`config.mk`:
```
export PLATFORM = sky130hd
export DESIGN_NAME = seg_scan_scheduler_flat
export DESIGN_NICKNAME = d
export VERILOG_FILES = /design/src/rtl/seg_scan_if.sv /design/src/rtl/seg_scan_scheduler.sv /design/src/flat_wrapper.sv
export SDC_FILE = /design/constraint.sdc
export NUM_CORES = 1
export LEC_CHECK = 0
export CORE_ASPECT_RATIO = 0.7
export CORE_MARGIN = 10
export CORE_UTILIZATION = 60
export CTS_CLUSTER_SIZE = 20
export DETAILED_ROUTE_END_ITERATION = 8
export PLACE_DENSITY = 0.84
export SETUP_SLACK_MARGIN = 0.05
export SLEW_MARGIN = 30
export SYNTH_ARGS = -nofsm -noshare
export SYNTH_HDL_FRONTEND = slang
export SYNTH_SLANG_ARGS = --single-unit
```
`constraint.sdc`:
```
create_clock -name clk -period 7.7 [get_ports clk]
set_clock_uncertainty 0.2 [all_clocks]
set_input_delay 1.925 -clock clk [delete_from_list [all_inputs] [get_ports clk]]
set_output_delay 1.925 -clock clk [all_outputs]
set_load 0.02 [all_outputs]
```
`src/rtl/seg_scan_if.sv`:
```
// Load handshake and display pin bundle for seg_scan_scheduler.
// Producer raises load; the data is taken on any clock edge where ready is also 1.
interface seg_scan_if;
  logic        load;
  logic [15:0] load_data;
  logic [3:0]  load_dp;
  logic [3:0]  load_en;
  logic        ready;
  logic [0:6]  seg;
  logic        dp;
  logic [3:0]  an;
  logic        frame_done;

  modport master (
    output load, load_data, load_dp, load_en,
    input  ready, seg, dp, an, frame_done
  );

  modport slave (
    input  load, load_data, load_dp, load_en,
    output ready, seg, dp, an, frame_done
  );
endinterface

```
`src/rtl/seg_scan_scheduler.sv`:
```
// Round-robin 4-digit common-anode seven-segment scanner with frame-aligned data commit.
// Optional slot-start blanking is enabled by defining SEG_SCAN_DEADTIME_EN.
module seg_scan_scheduler #(
  parameter int CLK_HZ   = 50_000_000,
  parameter int SCAN_HZ  = 1000,
  parameter int DEAD_CYC = 64
) (
  input  logic       clk,
  input  logic       arst,
  seg_scan_if.slave  bus
);
  localparam int SLOT_CYC = CLK_HZ / SCAN_HZ;
  localparam int CW       = (SLOT_CYC > 1) ? $clog2(SLOT_CYC) : 1;
  localparam logic [CW-1:0] CNT_MAX = CW'(SLOT_CYC - 1);
  localparam logic [CW-1:0] DEAD_M1 = CW'(DEAD_CYC - 1);
`ifdef SEG_SCAN_DEADTIME_EN
  localparam bit DT_EN = 1'b1;
`else
  localparam bit DT_EN = 1'b0;
`endif

  logic [CW-1:0] cnt_q, cnt_d;
  logic [1:0]    idx_q, idx_d;
  logic [15:0]   pend_data_q, pend_data_d, act_data_q, act_data_d;
  logic [3:0]    pend_dp_q, pend_dp_d, act_dp_q, act_dp_d;
  logic [3:0]    pend_en_q, pend_en_d, act_en_q, act_en_d;
  logic          pend_v_q, pend_v_d;
  logic          ready_q, ready_d;
  logic [0:6]    seg_q, seg_d;
  logic          dp_q, dp_d;
  logic [3:0]    an_q, an_d;
  logic          fd_q;
  logic          slot_end, wrap, accept;
  logic [3:0]    nib;
  logic [0:6]    drv_seg;
  logic          drv_dp;
  logic [3:0]    drv_an;

  function automatic logic [0:6] hex7(input logic [3:0] v);
    case (v)
      4'h0: hex7 = 7'b0000001;
      4'h1: hex7 = 7'b1001111;
      4'h2: hex7 = 7'b0010010;
      4'h3: hex7 = 7'b0000110;
      4'h4: hex7 = 7'b1001100;
      4'h5: hex7 = 7'b0100100;
      4'h6: hex7 = 7'b0100000;
      4'h7: hex7 = 7'b0001111;
      4'h8: hex7 = 7'b0000000;
      4'h9: hex7 = 7'b0000100;
      4'hA: hex7 = 7'b0001000;
      4'hB: hex7 = 7'b1100000;
      4'hC: hex7 = 7'b0110001;
      4'hD: hex7 = 7'b1000010;
      4'hE: hex7 = 7'b0110000;
      default: hex7 = 7'b0111000;
    endcase
  endfunction

  always_comb begin
    slot_end = (cnt_q == CNT_MAX);
    wrap     = slot_end && (idx_q == 2'd3);
    accept   = bus.load && ready_q;
    cnt_d    = slot_end ? '0 : cnt_q + 1'b1;
    idx_d    = slot_end ? idx_q + 2'd1 : idx_q;

    pend_data_d = pend_data_q;
    pend_dp_d   = pend_dp_q;
    pend_en_d   = pend_en_q;
    pend_v_d    = pend_v_q;
    act_data_d  = act_data_q;
    act_dp_d    = act_dp_q;
    act_en_d    = act_en_q;
    // ready==~pend_v, so an accept and a commit can never hit the same edge.
    if (wrap && pend_v_q) begin
      act_data_d = pend_data_q;
      act_dp_d   = pend_dp_q;
      act_en_d   = pend_en_q;
      pend_v_d   = 1'b0;
    end
    if (accept) begin
      pend_data_d = bus.load_data;
      pend_dp_d   = bus.load_dp;
      pend_en_d   = bus.load_en;
      pend_v_d    = 1'b1;
    end
    ready_d = ~pend_v_d;
  end

  // Digit drive for the slot being entered, using the set that will be active then.
  always_comb begin
    nib = act_data_d[{idx_d, 2'b00} +: 4];
    if (act_en_d[idx_d]) begin
      drv_an  = ~(4'b0001 << idx_d);
      drv_seg = hex7(nib);
      drv_dp  = ~act_dp_d[idx_d];
    end else begin
      drv_an  = 4'b1111;
      drv_seg = 7'b1111111;
      drv_dp  = 1'b1;
    end
  end

  always_comb begin
    an_d  = an_q;
    seg_d = seg_q;
    dp_d  = dp_q;
    if (slot_end) begin
      if (DT_EN) begin
        an_d  = 4'b1111;
        seg_d = 7'b1111111;
        dp_d  = 1'b1;
      end else begin
        an_d  = drv_an;
        seg_d = drv_seg;
        dp_d  = drv_dp;
      end
    end else if (DT_EN && (cnt_q == DEAD_M1)) begin
      an_d  = drv_an;
      seg_d = drv_seg;
      dp_d  = drv_dp;
    end
  end

  always_ff @(posedge clk or posedge arst) begin
    if (arst) begin
      cnt_q       <= '0;
      idx_q       <= '0;
      pend_data_q <= '0;
      pend_dp_q   <= '0;
      pend_en_q   <= '0;
      pend_v_q    <= 1'b0;
      act_data_q  <= '0;
      act_dp_q    <= '0;
      act_en_q    <= '0;
      ready_q     <= 1'b1;
      seg_q       <= 7'b1111111;
      dp_q        <= 1'b1;
      an_q        <= 4'b1111;
      fd_q        <= 1'b0;
    end else begin
      cnt_q       <= cnt_d;
      idx_q       <= idx_d;
      pend_data_q <= pend_data_d;
      pend_dp_q   <= pend_dp_d;
      pend_en_q   <= pend_en_d;
      pend_v_q    <= pend_v_d;
      act_data_q  <= act_data_d;
      act_dp_q    <= act_dp_d;
      act_en_q    <= act_en_d;
      ready_q     <= ready_d;
      seg_q       <= seg_d;
      dp_q        <= dp_d;
      an_q        <= an_d;
      fd_q        <= wrap;
    end
  end

  assign bus.ready      = ready_q;
  assign bus.seg        = seg_q;
  assign bus.dp         = dp_q;
  assign bus.an         = an_q;
  assign bus.frame_done = fd_q;
endmodule

```
`src/flat_wrapper.sv`:
```
// flat-port wrapper written by rule: the top's interface ports become plain ports
module seg_scan_scheduler_flat 
#(
  parameter int CLK_HZ   = 50_000_000,
  parameter int SCAN_HZ  = 1000,
  parameter int DEAD_CYC = 64
)
  (clk, arst, bus_load, bus_load_data, bus_load_dp, bus_load_en, bus_ready, bus_seg, bus_dp, bus_an, bus_frame_done);
  seg_scan_if bus_i ();
  input  logic clk;
  input  logic arst;
  input wire logic [$bits(bus_i.load)-1:0] bus_load;
  input wire logic [$bits(bus_i.load_data)-1:0] bus_load_data;
  input wire logic [$bits(bus_i.load_dp)-1:0] bus_load_dp;
  input wire logic [$bits(bus_i.load_en)-1:0] bus_load_en;
  output wire logic [$bits(bus_i.ready)-1:0] bus_ready;
  output wire logic [$bits(bus_i.seg)-1:0] bus_seg;
  output wire logic [$bits(bus_i.dp)-1:0] bus_dp;
  output wire logic [$bits(bus_i.an)-1:0] bus_an;
  output wire logic [$bits(bus_i.frame_done)-1:0] bus_frame_done;
  assign bus_i.load = bus_load;
  assign bus_i.load_data = bus_load_data;
  assign bus_i.load_dp = bus_load_dp;
  assign bus_i.load_en = bus_load_en;
  assign bus_ready = bus_i.ready;
  assign bus_seg = bus_i.seg;
  assign bus_dp = bus_i.dp;
  assign bus_an = bus_i.an;
  assign bus_frame_done = bus_i.frame_done;
  seg_scan_scheduler #(.CLK_HZ(CLK_HZ), .SCAN_HZ(SCAN_HZ), .DEAD_CYC(DEAD_CYC)) u_core (.clk(clk), .arst(arst), .bus(bus_i));
endmodule
```
* After elaboration in Yosys (flattened, before gate mapping)
Memories as Yosys holds them, arrays and structs flattened.
Index checks and enable logic that the tools add are counted.
** Word-level totals
- Flip-flop bits (word level) :: 81
- Bits in read-only memories :: 112
- Input port bits :: 27
- Output and inout bits :: 14
- Word-level logic and storage cells :: 42
- Memories kept :: 1
** Cells by class
- $add $sub $neg :: 2
- $lt $le $gt $ge :: 1
- Eq/ne operators :: 2
- Shift operators :: 2
- Mux-type cells :: 14
- Bitwise gates (word level) :: 3
- Reduce and logical (&&, ||, !) cells :: 3
** Memories
- (no name shown) :: depth 16, bits a word 7, rd ports 1, clocked after Yosys merged registers in 0, wr ports 0, RTL line seg_scan_scheduler.sv:40 : case (v)
** Operators with widths (number)
- two-way mux 16 bit :: 2
- adder 16 x 1 -> 16 bit, second input constant :: 1
- equality test 16 bit, second input constant :: 1
- indexed part select 16 x 5 -> 4 bit :: 1
- two-way mux 4 bit :: 3
- two-way mux 7 bit :: 1
- two-way mux 1 bit :: 5
- binary-select mux 1 bit (select 2 bit) :: 2
- NOT 4 bit :: 1
- left shift 1 x 2 -> 4 bit, first input constant :: 1
- logical AND 1 bit :: 3
- less-than comparator 2 x 3 -> 1 bit, second input constant :: 1
- adder 2 x 1 -> 2 bit, second input constant :: 1
- equality test 2 bit, second input constant :: 1
- two-way mux 2 bit :: 1
- NOT 1 bit :: 2

* Depth between registers and ports, before layout
- Word-level depth :: 8
- Gate-level depth with buffers :: 13

* Least setup slack after synthesis
No wires, ideal clock.
- Path kind :: reg2reg
- Start :: reg u_core.cnt_q[0]
- End :: reg u_core.seg_q, in the netlist u_core.bus.seg[6]
- Library setup time :: 0.082 ns
- Arrival time :: 3.093 ns
- Setup slack :: 4.325 ns
- Cell stages (with the launch flop) :: 13
- Buffers on the path :: 1
- Clock period less this slack :: 3.375 ns
- Cells stage by stage :: dfrtp_1 ha_1 and3_2 and4_4 buf_6 xnor2_4 mux4_2 mux2i_1 inv_2 ha_1 mux2_2 a22oi_1 a21oi_1
** On the way
- Cells in the longest elaborated chain, start to end :: 7
- Elaborated cells on any way between the ends :: 11
- Classes of those cells :: eq/ne: 1; shift: 1; mux: 6; reduce/logical: 2; memory: 1
** Ends and longest elaborated chain
- start, declared :: RTL line seg_scan_scheduler.sv:22 : logic [CW-1:0] cnt_q, cnt_d;
- start signal, assigned :: RTL line seg_scan_scheduler.sv:142 : cnt_q <= cnt_d;
- equality test 16 bit * :: RTL line seg_scan_scheduler.sv:61 : slot_end = (cnt_q == CNT_MAX);
- logical AND 1 bit :: RTL line seg_scan_scheduler.sv:62 : wrap = slot_end && (idx_q == 2'd3);
- logical AND 1 bit :: RTL line seg_scan_scheduler.sv:75 : if (wrap && pend_v_q) begin
- two-way mux 16 bit or two-way mux 4 bit (tied branches) :: RTL line seg_scan_scheduler.sv:75
- indexed part select 16 x 5 -> 4 bit or binary-select mux 1 bit (select 2 bit) (tied branches) :: RTL line seg_scan_scheduler.sv:92, seg_scan_scheduler.sv:93
- memory (16 x 7 bit) or two-way mux 1 bit (tied branches)
- two-way mux 7 bit :: RTL line seg_scan_scheduler.sv:93 : if (act_en_d[idx_d]) begin
- end signal, assigned :: RTL line seg_scan_scheduler.sv:152 : seg_q <= seg_d;
- end, declared :: RTL line seg_scan_scheduler.sv:29 : logic [0:6] seg_q, seg_d;
Every way passes the cells marked *; elsewhere a longest branch is shown, timed or not. The select of a mux whose other input is x is not followed.
A chain may end at the register's enable or synchronous reset.

* Final worst setup path
Same ends and word-level chain as after synthesis.

==> flow_metrics.tcl <==
set metrics [dict create \
    status "complete, no violations" \
    rsz0062_at_grt "no" \
    hold_violations 0 \
    fmax_mhz 240 \
    clockBufferDepth 2 \
    die_h_um 87.1 \
    die-area_sq_um 10100 \
    post_cts_buffers 0 \
    antenna_found_initial 0 \
    synth_edf_count 0 \
    synth_area_leader_cell "dfrtp_1" \
    rows 24 \
    via_count 2315 \
    yosys_warnings 0 \
    worst_pin_slew_ns 0.851 \
    cts_inserted_buffers 9 \
    drt_iter0_markers 119 \
    ctsResizeCount 0 \
    synth.net_count 319 \
    cts_tree "yes" \
    netlist_area_sq_um 3860 \
    routed_via_density 5.67 \
    crit_path_end_kind "flop" \
    synth_common_cells "dfrtp_1, mux2_2, nor2_1, nand2_1, dfstp_2" \
    wire_per_inst_um 17.6 \
    synth_top_area_frac 0.441 \
    period_needed_ns 4.17 \
    fin_crit_sh 0.541 \
    numPortBuffers 40 \
    drc 0 \
    p_leak_uw 0.00215 \
    cts.hold.buffers_added 0 \
    drtPass1Iterations 4 \
    total_power_uw 803 \
    grt_max_degree 53 \
    first_global_vias 2402 \
    cts-root-buf "clkbuf_8" \
    diodes 0 \
    h-tree-depth 3 \
    worst_slew_margin_rel 0.431 \
    fin_util 0.727 \
    grt_pass1_wl_um 12000 \
    area_growth_pct 17.7 \
    grt_overflow 0 \
    gp_congestion 0.889 \
    ir_drop_uv 124 \
    start_util 0.618 \
    clk-insertion-delay-late_ns 0.36 \
    fp.coreArea_sq_um 6250 \
    drv_cap 0 \
    synth-seq-cells 81 \
    fin_nets 360 \
    synthTopCellsByArea "dfrtp_1, mux2_2, dfstp_2" \
    dp_slack_ns 3.56 \
    slew_viol_final 0 \
    pwr_density_cell_nw_per_um2 177 \
    fin_tns_setup_ns 0 \
    grt_usage 0.153 \
    io_pins 41 \
    cts_sinks 81 \
    cp.arrival_ns 4.22 \
    worst_ep_required_time_ns 7.75 \
    syn_inst 284 \
    ys_seq_area_frac 0.530 \
    setup_viol 0 \
    hp-class "flop to flop" \
    synth_cell_types 52 \
    crit_fanout 33 \
    timing.final.ws_setup_ns 3.53 \
    crit_type "flop to flop" \
    routed_wl_um 7180 \
    synth_most_common_cell "dfrtp_1" \
    ant_nets 0 \
    drive_gt1_frac 0.312 \
    syn_area_per_cell_sq_um 13.6 \
    start_kind "flop" \
    async_flop_share 1.00 \
    die_w_um 116 \
    path_clk_slew_ns 0.08 \
    dp_hpwl_um 5100 \
    ys.flop_type "dfrtp_1" \
]
cell usage in the layout (no fill, tap or decap), drive strengths merged, types with 2 or more instances in the layout:
master,n
clkinv,2
bufinv,2
clkbuf,11
ha,8
a211oi,2
o22a,4
mux2,49
nand3,9
a21oi,5
and4bb,2
mux4,9
buf,2
o221ai,2
dfstp,13
a31oi,3
and3,6
clkdlybuf4s50,40
nor2b,2
xnor2,6
dfrtp,68
nand2,18
mux2i,8
nor2,21
o22ai,2
inv,10
xor2,10
cell families (layout without fill, tap and decap cells):
group,after synthesis,count (layout),share of synthesized area
AOI/OAI and AO/OA,24,24,0.0473
xor gates and xnor gates,16,16,0.0431
adders and majority gates,8,8,0.0259
buffers and inverters,21,67,0.0324
DFF,81,81,0.530
muxes,66,66,0.230
and+or+nand+nor,68,68,0.0918
sequential cells by signal (all words and copies together) (netlist names), 2 cells and up:
register            count
u_core.bus.an           4
u_core.act_data_q      16
u_core.act_dp_q         4
u_core.act_en_q         4
u_core.pend_en_q        4
u_core.pend_data_q     16
u_core.pend_dp_q        4
u_core.idx_q            2
u_core.cnt_q           16
u_core.bus.seg          7
worst paths after layout:
path | from | to | slack (ns) | depth (start not counted)
max reg2reg | u_core.cnt_q[0] | u_core.bus.seg[6] | 3.53 | 11
max | u_core.cnt_q[0] | u_core.bus.seg[6] | 3.53 | 11
min reg2reg | u_core.cnt_q[0] | u_core.cnt_q[0] | 0.26 | 1
max in group asynchronous | arst | u_core.bus.an[2] | 4.93 | 4
min | u_core.cnt_q[0] | u_core.cnt_q[0] | 0.26 | 1
min in group asynchronous | arst | u_core.cnt_q[1] | 1.75 | 3
critical path: stages (launching register included):
cell,delay [ns]
dfrtp_1,0.37
ha_1,0.18
and3_2,0.22
and4_4,0.49
and3_2,0.73
mux4_2,0.40
mux2i_1,0.52
inv_2,0.11
ha_1,0.28
mux2_2,0.27
a22oi_1,0.19
a21oi_1,0.10
metrics by stage:
stage | instances | area, sq um | hold WS [ns]
CTS | 408 | 4540 | 0.272
detailed placement | 392 | 4300 | 0.261
finish | 408 | 4540 | 0.265
floorplan | 284 | 3860 | 0.222
global route | 408 | 4540 | 0.311
global placement | 391 | 4280 | 0.234
layout make-up:
type | instances | area (sq um)
Sequential cell | 81 | 2040
Fill cell | 426 | 1700
Multi-Input combinational cell | 182 | 1690
Timing Repair Buffer | 42 | 435
Clock buffer | 11 | 151
Tap cell | 78 | 97.6
Clock inverter | 5 | 86.3
Inverter | 9 | 36.3
layer usage:
layer / vias up / global-route usage / wire, um
met1: 1162 / 0.204 / 3430
met5: - / 0 / 0
met4: 0 / 0.0408 / 89
met2: 52 / 0.219 / 3210
met3: 9 / 0.0682 / 447
li1: 1092 / - / -
report_power, final:
part / switching [uW] / total, uW / internal [uW]
Clock: 152 / 354 / 202
Combinational: 9.81 / 23.1 / 13.3
Sequential: 0 / 425 / 425
Total: 162 / 803 / 641
(Power assumes the default switching activity.)
